File: src/rtl/fifo_pkg.sv
// Shared definitions for the synchronous FIFO and its read-side front end.
package fifo_pkg;
    typedef logic [31:0] word_t;
    localparam int SKID_DEPTH = 2;
endpackage

File: src/rtl/skid_buf2.sv
// Two-entry circular store with push/pop/clear; head entry is read combinationally.
module skid_buf2
    import fifo_pkg::*;
#(
    parameter type T = word_t
) (
    input  logic       clk,
    input  logic       reset,
    input  logic       clear,
    input  logic       push,
    input  logic       pop,
    input  T           push_data,
    output T           head_data,
    output logic [1:0] count
);
    localparam int W = $bits(T);

    logic                  head_reg;
    logic                  tail_reg;
    logic [1:0]            count_reg;
    logic [1:0][W-1:0]     entries;

    for (genvar gi = 0; gi < 2; gi++) begin : g_entry
        logic [W-1:0] entry_reg;

        always_ff @(posedge clk or negedge reset) begin
            if (!reset) begin
                entry_reg <= '0;
            end else if (!clear && push && (tail_reg == 1'(gi))) begin
                entry_reg <= push_data;
            end
        end

        assign entries[gi] = entry_reg;
    end

    always_ff @(posedge clk or negedge reset) begin
        if (!reset) begin
            head_reg  <= 1'b0;
            tail_reg  <= 1'b0;
            count_reg <= 2'd0;
        end else if (clear) begin
            head_reg  <= 1'b0;
            tail_reg  <= 1'b0;
            count_reg <= 2'd0;
        end else begin
            // 1-bit pointers wrap on their own.
            if (push) tail_reg <= ~tail_reg;
            if (pop)  head_reg <= ~head_reg;
            count_reg <= count_reg + 2'(push) - 2'(pop);
        end
    end

    assign head_data = T'(entries[head_reg]);
    assign count     = count_reg;
endmodule

File: src/rtl/fifo_reader.sv
// Read-side front end: issues FIFO reads, absorbs the 1-cycle read latency in a
// 2-entry skid buffer and presents a valid/ready stream with a flush for redirects.
module fifo_reader
    import fifo_pkg::*;
#(
    parameter type T          = word_t,
    parameter int  SKID_DEPTH = fifo_pkg::SKID_DEPTH
) (
    input  logic       clk,
    input  logic       reset,
    input  logic       fifo_empty,
    output logic       fifo_read_en,
    input  T           fifo_read_data,
    output logic       out_valid,
    output T           out_data,
    input  logic       out_ready,
    input  logic       flush,
    output logic [1:0] occupancy
);
    if (SKID_DEPTH != 2) begin : g_bad_depth
        $error("fifo_reader: SKID_DEPTH must be 2");
    end

    logic       pend_reg;
    logic       discard_reg;
    logic [1:0] count;
    logic       handshake;
    logic       pop;
    logic       capture;
    logic [2:0] reserved;

    assign out_valid = (count != 2'd0);
    assign handshake = out_valid && out_ready;
    assign pop       = handshake && !flush;

    // A slot is reserved at issue time, so capture can never overflow the buffer.
    assign reserved     = {1'b0, count} + {2'b00, pend_reg};
    assign fifo_read_en = reset && !fifo_empty && !flush
                          && (reserved < (3'd2 + {2'b00, handshake}));

    assign capture = pend_reg && !discard_reg && !flush;

    always_ff @(posedge clk or negedge reset) begin
        if (!reset) begin
            pend_reg    <= 1'b0;
            discard_reg <= 1'b0;
        end else begin
            pend_reg    <= fifo_read_en;
            discard_reg <= flush && pend_reg;
        end
    end

    skid_buf2 #(.T(T)) u_skid (
        .clk       (clk),
        .reset     (reset),
        .clear     (flush),
        .push      (capture),
        .pop       (pop),
        .push_data (fifo_read_data),
        .head_data (out_data),
        .count     (count)
    );

    assign occupancy = count;
endmodule

File: config.mk
export PLATFORM = sky130hd
export DESIGN_NAME = fifo_reader
export DESIGN_NICKNAME = d
export VERILOG_FILES = /design/src/rtl/fifo_pkg.sv /design/src/rtl/skid_buf2.sv /design/src/rtl/fifo_reader.sv
export SDC_FILE = /design/constraint.sdc
export NUM_CORES = 1
export LEC_CHECK = 0
export ABC_AREA = 0
export BUFFER_PORTS_ARGS = -buffer_cell sky130_fd_sc_hd__buf_2
export CAP_MARGIN = 20
export CORE_AREA = 3 3 111 113
export CTS_CLUSTER_SIZE = 20
export DETAILED_ROUTE_END_ITERATION = 6
export DIE_AREA = 0 0 114 116
export PLACE_DENSITY = 0.45
export SYNTH_ARGS = -nofsm -noshare
export SYNTH_HDL_FRONTEND = slang
export SYNTH_SLANG_ARGS = --single-unit
File: constraint.sdc
create_clock -name clk -period 2.2 [get_ports clk]
set_input_delay 0.22 -clock clk [delete_from_list [all_inputs] [get_ports clk]]
set_output_delay 0.22 -clock clk [all_outputs]
set_load 0.01 [all_outputs]
==> metrics.log <==
[metrics] Worst Setup Start Kind: flop
[metrics] cell count after synthesis: 204
[metrics] flip-flop count of the largest register after layout: 64
[metrics] Final Hold Violating Endpoints: 0
[metrics] Total Negative Setup Slacks: 0 ns
[metrics] clock network latency to the later pin of the worst-skew pair: around 0.32 ns
[metrics] sequential share of power: 40.7%
[metrics] clock power share: approximately a third
[metrics] buffer depth of the longest clock path: 2
[metrics] most numerous cell in the Yosys netlist: dfrtp_1
[metrics] leakage power total: 0.00204 uW
[metrics] netlist area before placement: about 3400 um2
[metrics] FF-to-FF setup slack: approximately 0.35 ns
[metrics] clock tree root driver cell: clkbuf_16
[metrics] first-pass GRT wire length: between 10,000 and 15,000 um
[metrics] wire length reported by the detailed router: around 6700 um
[metrics] Gate power share: roughly 24%
[metrics] endpoint class of the critical path: primary output
[metrics] die boundary height: around 120 um
[metrics] final worst-path cycle share: 85.3%
[metrics] met3 layer wire length in the routed design: between 400 and 500 um
[metrics] leading register cell type out of synthesis: dfrtp_1
[metrics] post-synth cell types: 22
[metrics] number of antenna violations at the first check in global routing: 0
[metrics] per-instance average area after synthesis: approximately 17 um2
[metrics] Wirelength per Cell: 15.7 um
[metrics] core footprint: about 11,000 um2
[metrics] top routing layer in use: met4
[metrics] post-layout worst setup margin: ~0.32 ns
[metrics] Reg2Reg Capture Point: u_skid.count[1]$_DFF_PN0_
[metrics] Power per Cell Area: ~1000 nW/um2
[metrics] P_sw: roughly 1000 uW
[metrics] crit-path most repeated cell: ha_1
[metrics] highest clock rate: roughly 530 MHz
[metrics] max-capacitance violation count: 0
[metrics] RD Place Congestion: approximately 0.71
[metrics] slew at the pin closest to its max-slew limit: approximately 0.91 ns
[metrics] worst-path fanout max: 5
[metrics] number of cell instances on the worst register-to-register path: 8
[metrics] buffers plus inverters on the worst setup path: 1
[metrics] Ant. Diodes: 0
[metrics] number of cells in the finished layout apart from fillers: 430
[metrics] critical path's largest stage delay: around 0.41 ns
[metrics] clock sinks: 70
[metrics] drt first pass iters: 3
[metrics] detailed route wirelength on metal2: between 3000 and 4000 um
[metrics] fraction of synthesis flops using an asynchronous set or reset pin: between 90% and 100%
[metrics] number of top-level pins: 73
[metrics] most numerous cell types in the synthesized netlist: dfrtp_1, mux2_4, mux2_2
[metrics] highest-delay cell along the critical path: dfrtp_1
[metrics] first-iteration detailed-routing DRC count: 72
[metrics] largest net degree at the start of global routing: 71
[metrics] data required time of the worst path: 1.98 ns
[metrics] IR Drop Worst-Case VDD: around 490 uV
[metrics] count of port buffers added during placement: 72
[metrics] sum of overflow across all layers after global routing: 0
[metrics] cell taking the most area after synthesis: dfrtp_1
[metrics] final-report max-slew violation count: 0
[metrics] status: finished clean
[metrics] Via Count: 1,860
[metrics] sequential area share after synthesis: 51.4%
[metrics] die area: 13,200 um2
[metrics] proportion of netlist area held by the largest area contributor: between 50% and 60%
[metrics] initial cell density of the core: 29.8%
[metrics] setup repair after global routing missed its margin: false
[metrics] wire length the detailed router placed on met1: roughly 3000 um
[metrics] worst slew margin relative to its limit: approximately 40%
[metrics] setup slack after placement: 0.332 ns
[metrics] htree depth: 3
[metrics] WP data arrival: ~1.7 ns
[metrics] Total Power: around 4200 uW
[metrics] post-route worst hold slack: about 0.12 ns
[metrics] final HPWL from detailed placement: about 4400 um
[metrics] gate family responsible for the most delay along the worst path: adder cells
[metrics] final net count: roughly 320
[metrics] proportion of layout cells with a drive suffix above 1: 67.9%
[metrics] count of flip-flops with a built-in enable after synthesis: 0
[metrics] critical path class: reg -> out
[metrics] switch share: 24.9%
[metrics] total clock buffers created by CTS: 9
[metrics] Warnings, synthesis: 0
[metrics] via count of the first global-routing pass: 2,115
[metrics] vias per cell: 4.33
[metrics] nets in the synthesized netlist: 245
[metrics] fin crit period: between 1.5 and 2 ns
[metrics] internal power component: around 3100 uW
[metrics] Area growth syn-to-layout: 22.4%
[metrics] Hold/Removal Path Class: in -> async
[metrics] CTS tree: done
[metrics] number of hold buffers added after cts: 0
[metrics] number of gates resized after cts: 0
[metrics] CTS clk-pin slew, worst paths: about 0.050 ns
[metrics] total DRC errors in the routed layout: 0
[metrics] r2r startpoint: u_skid.count[1]$_DFF_PN0_
[metrics] number of placed instances, taps included: about 410
[metrics] global-route usage over all layers: between 10% and 20%
[metrics] horizontal die dimension: between 100 and 150 um
[metrics] post-detailed-route count of antenna-violating nets: 0
[metrics] Rows: 39
[metrics] worst clock skew: 0.00590 ns
[metrics] Setup Buffers After CTS: 0
[metrics] top cells by area in the synthesized netlist: dfrtp_1, mux2_4, mux2_2
[metrics] cells traversed along the worst timing path: ha_1 > ha_1 > o21ai_0 > and4b_1 > buf_2
[metrics] number of endpoints failing setup at the final stage: 0
[metrics] #FFs+latches synth: 70
==> stage by stage <==
stage	util (%)	cell area, um2
after floorplan	-	3410
after global placement	33.9	3870
after detailed placement	33.9	3870
after CTS	36.5	4170
after global routing	36.5	4170
final	36.5	4170
==> power by group through the flow <==
stage / clock, uW / combinational [uW] / sequential (uW)
final: 1470 / 1010 / 1700
after global routing: 1580 / 1110 / 1730
after CTS: 1530 / 1030 / 1700
after detailed placement: 0 / 1030 / 1710
after global placement: 0 / 1030 / 1710
after floorplan: 0 / 724 / 1670
==> cells in the final DEF, fill, tap and decap left out, drive strengths merged, types with 2 or more instances in the layout <==
master,count
nor2,5
mux2,96
dfrtp,70
inv,2
and2b,2
buf,79
xor2,2
clkbuf,13
o21ai,2
ha,4
and2,3
==> cells by family (layout without fill, tap and decap cells) <==
kind of cell	after synthesis	count (layout)	synth area share, %
AO/OA/AOI/OAI	2	2	0.294
multiplexers	96	96	38.3
flip-flops	70	70	51.4
adder cells (fa/ha/maj)	4	4	1.47
XOR/XNOR	3	3	0.771
AND/OR/NAND/NOR	15	15	2.79
buffers and inverters	14	97	4.96
==> worst max-delay path by stage <==
stage | from | to | slack [ns] | cells past startpoint
after floorplan | u_skid.count[1]$_DFF_PN0_ | u_skid.count[1]$_DFF_PN0_ | 0.44 | 8
after global placement | u_skid.count[1]$_DFF_PN0_ | u_skid.count[1]$_DFF_PN0_ | 0.36 | 8
after detailed placement | u_skid.count[1]$_DFF_PN0_ | u_skid.count[1]$_DFF_PN0_ | 0.33 | 8
after CTS | u_skid.count[0]$_DFF_PN0_ | fifo_read_en | 0.28 | 5
after global routing | u_skid.count[1]$_DFF_PN0_ | u_skid.count[1]$_DFF_PN0_ | 0.16 | 8
final | u_skid.count[0]$_DFF_PN0_ | fifo_read_en | 0.32 | 5
==> routing by layer <==
| metal | vias to the layer above | global-route usage [%] |
|---|---|---|
| li1 | 874 | - |
| met1 | 932 | 14.0 |
| met2 | 47 | 17.0 |
| met3 | 7 | 4.65 |
| met4 | 0 | 4.51 |
| met5 | - | 0 |
==> final cells by class <==
cell class	count	area [um2]
flip-flops and latches	70	1750
clock inverters	3	42.5
well taps	143	179
inverters	2	7.51
repair buffers	79	440
fillers	1144	7250
clock buffers	13	260
multi-input cells	120	1490
(Power assumes the default switching activity.)
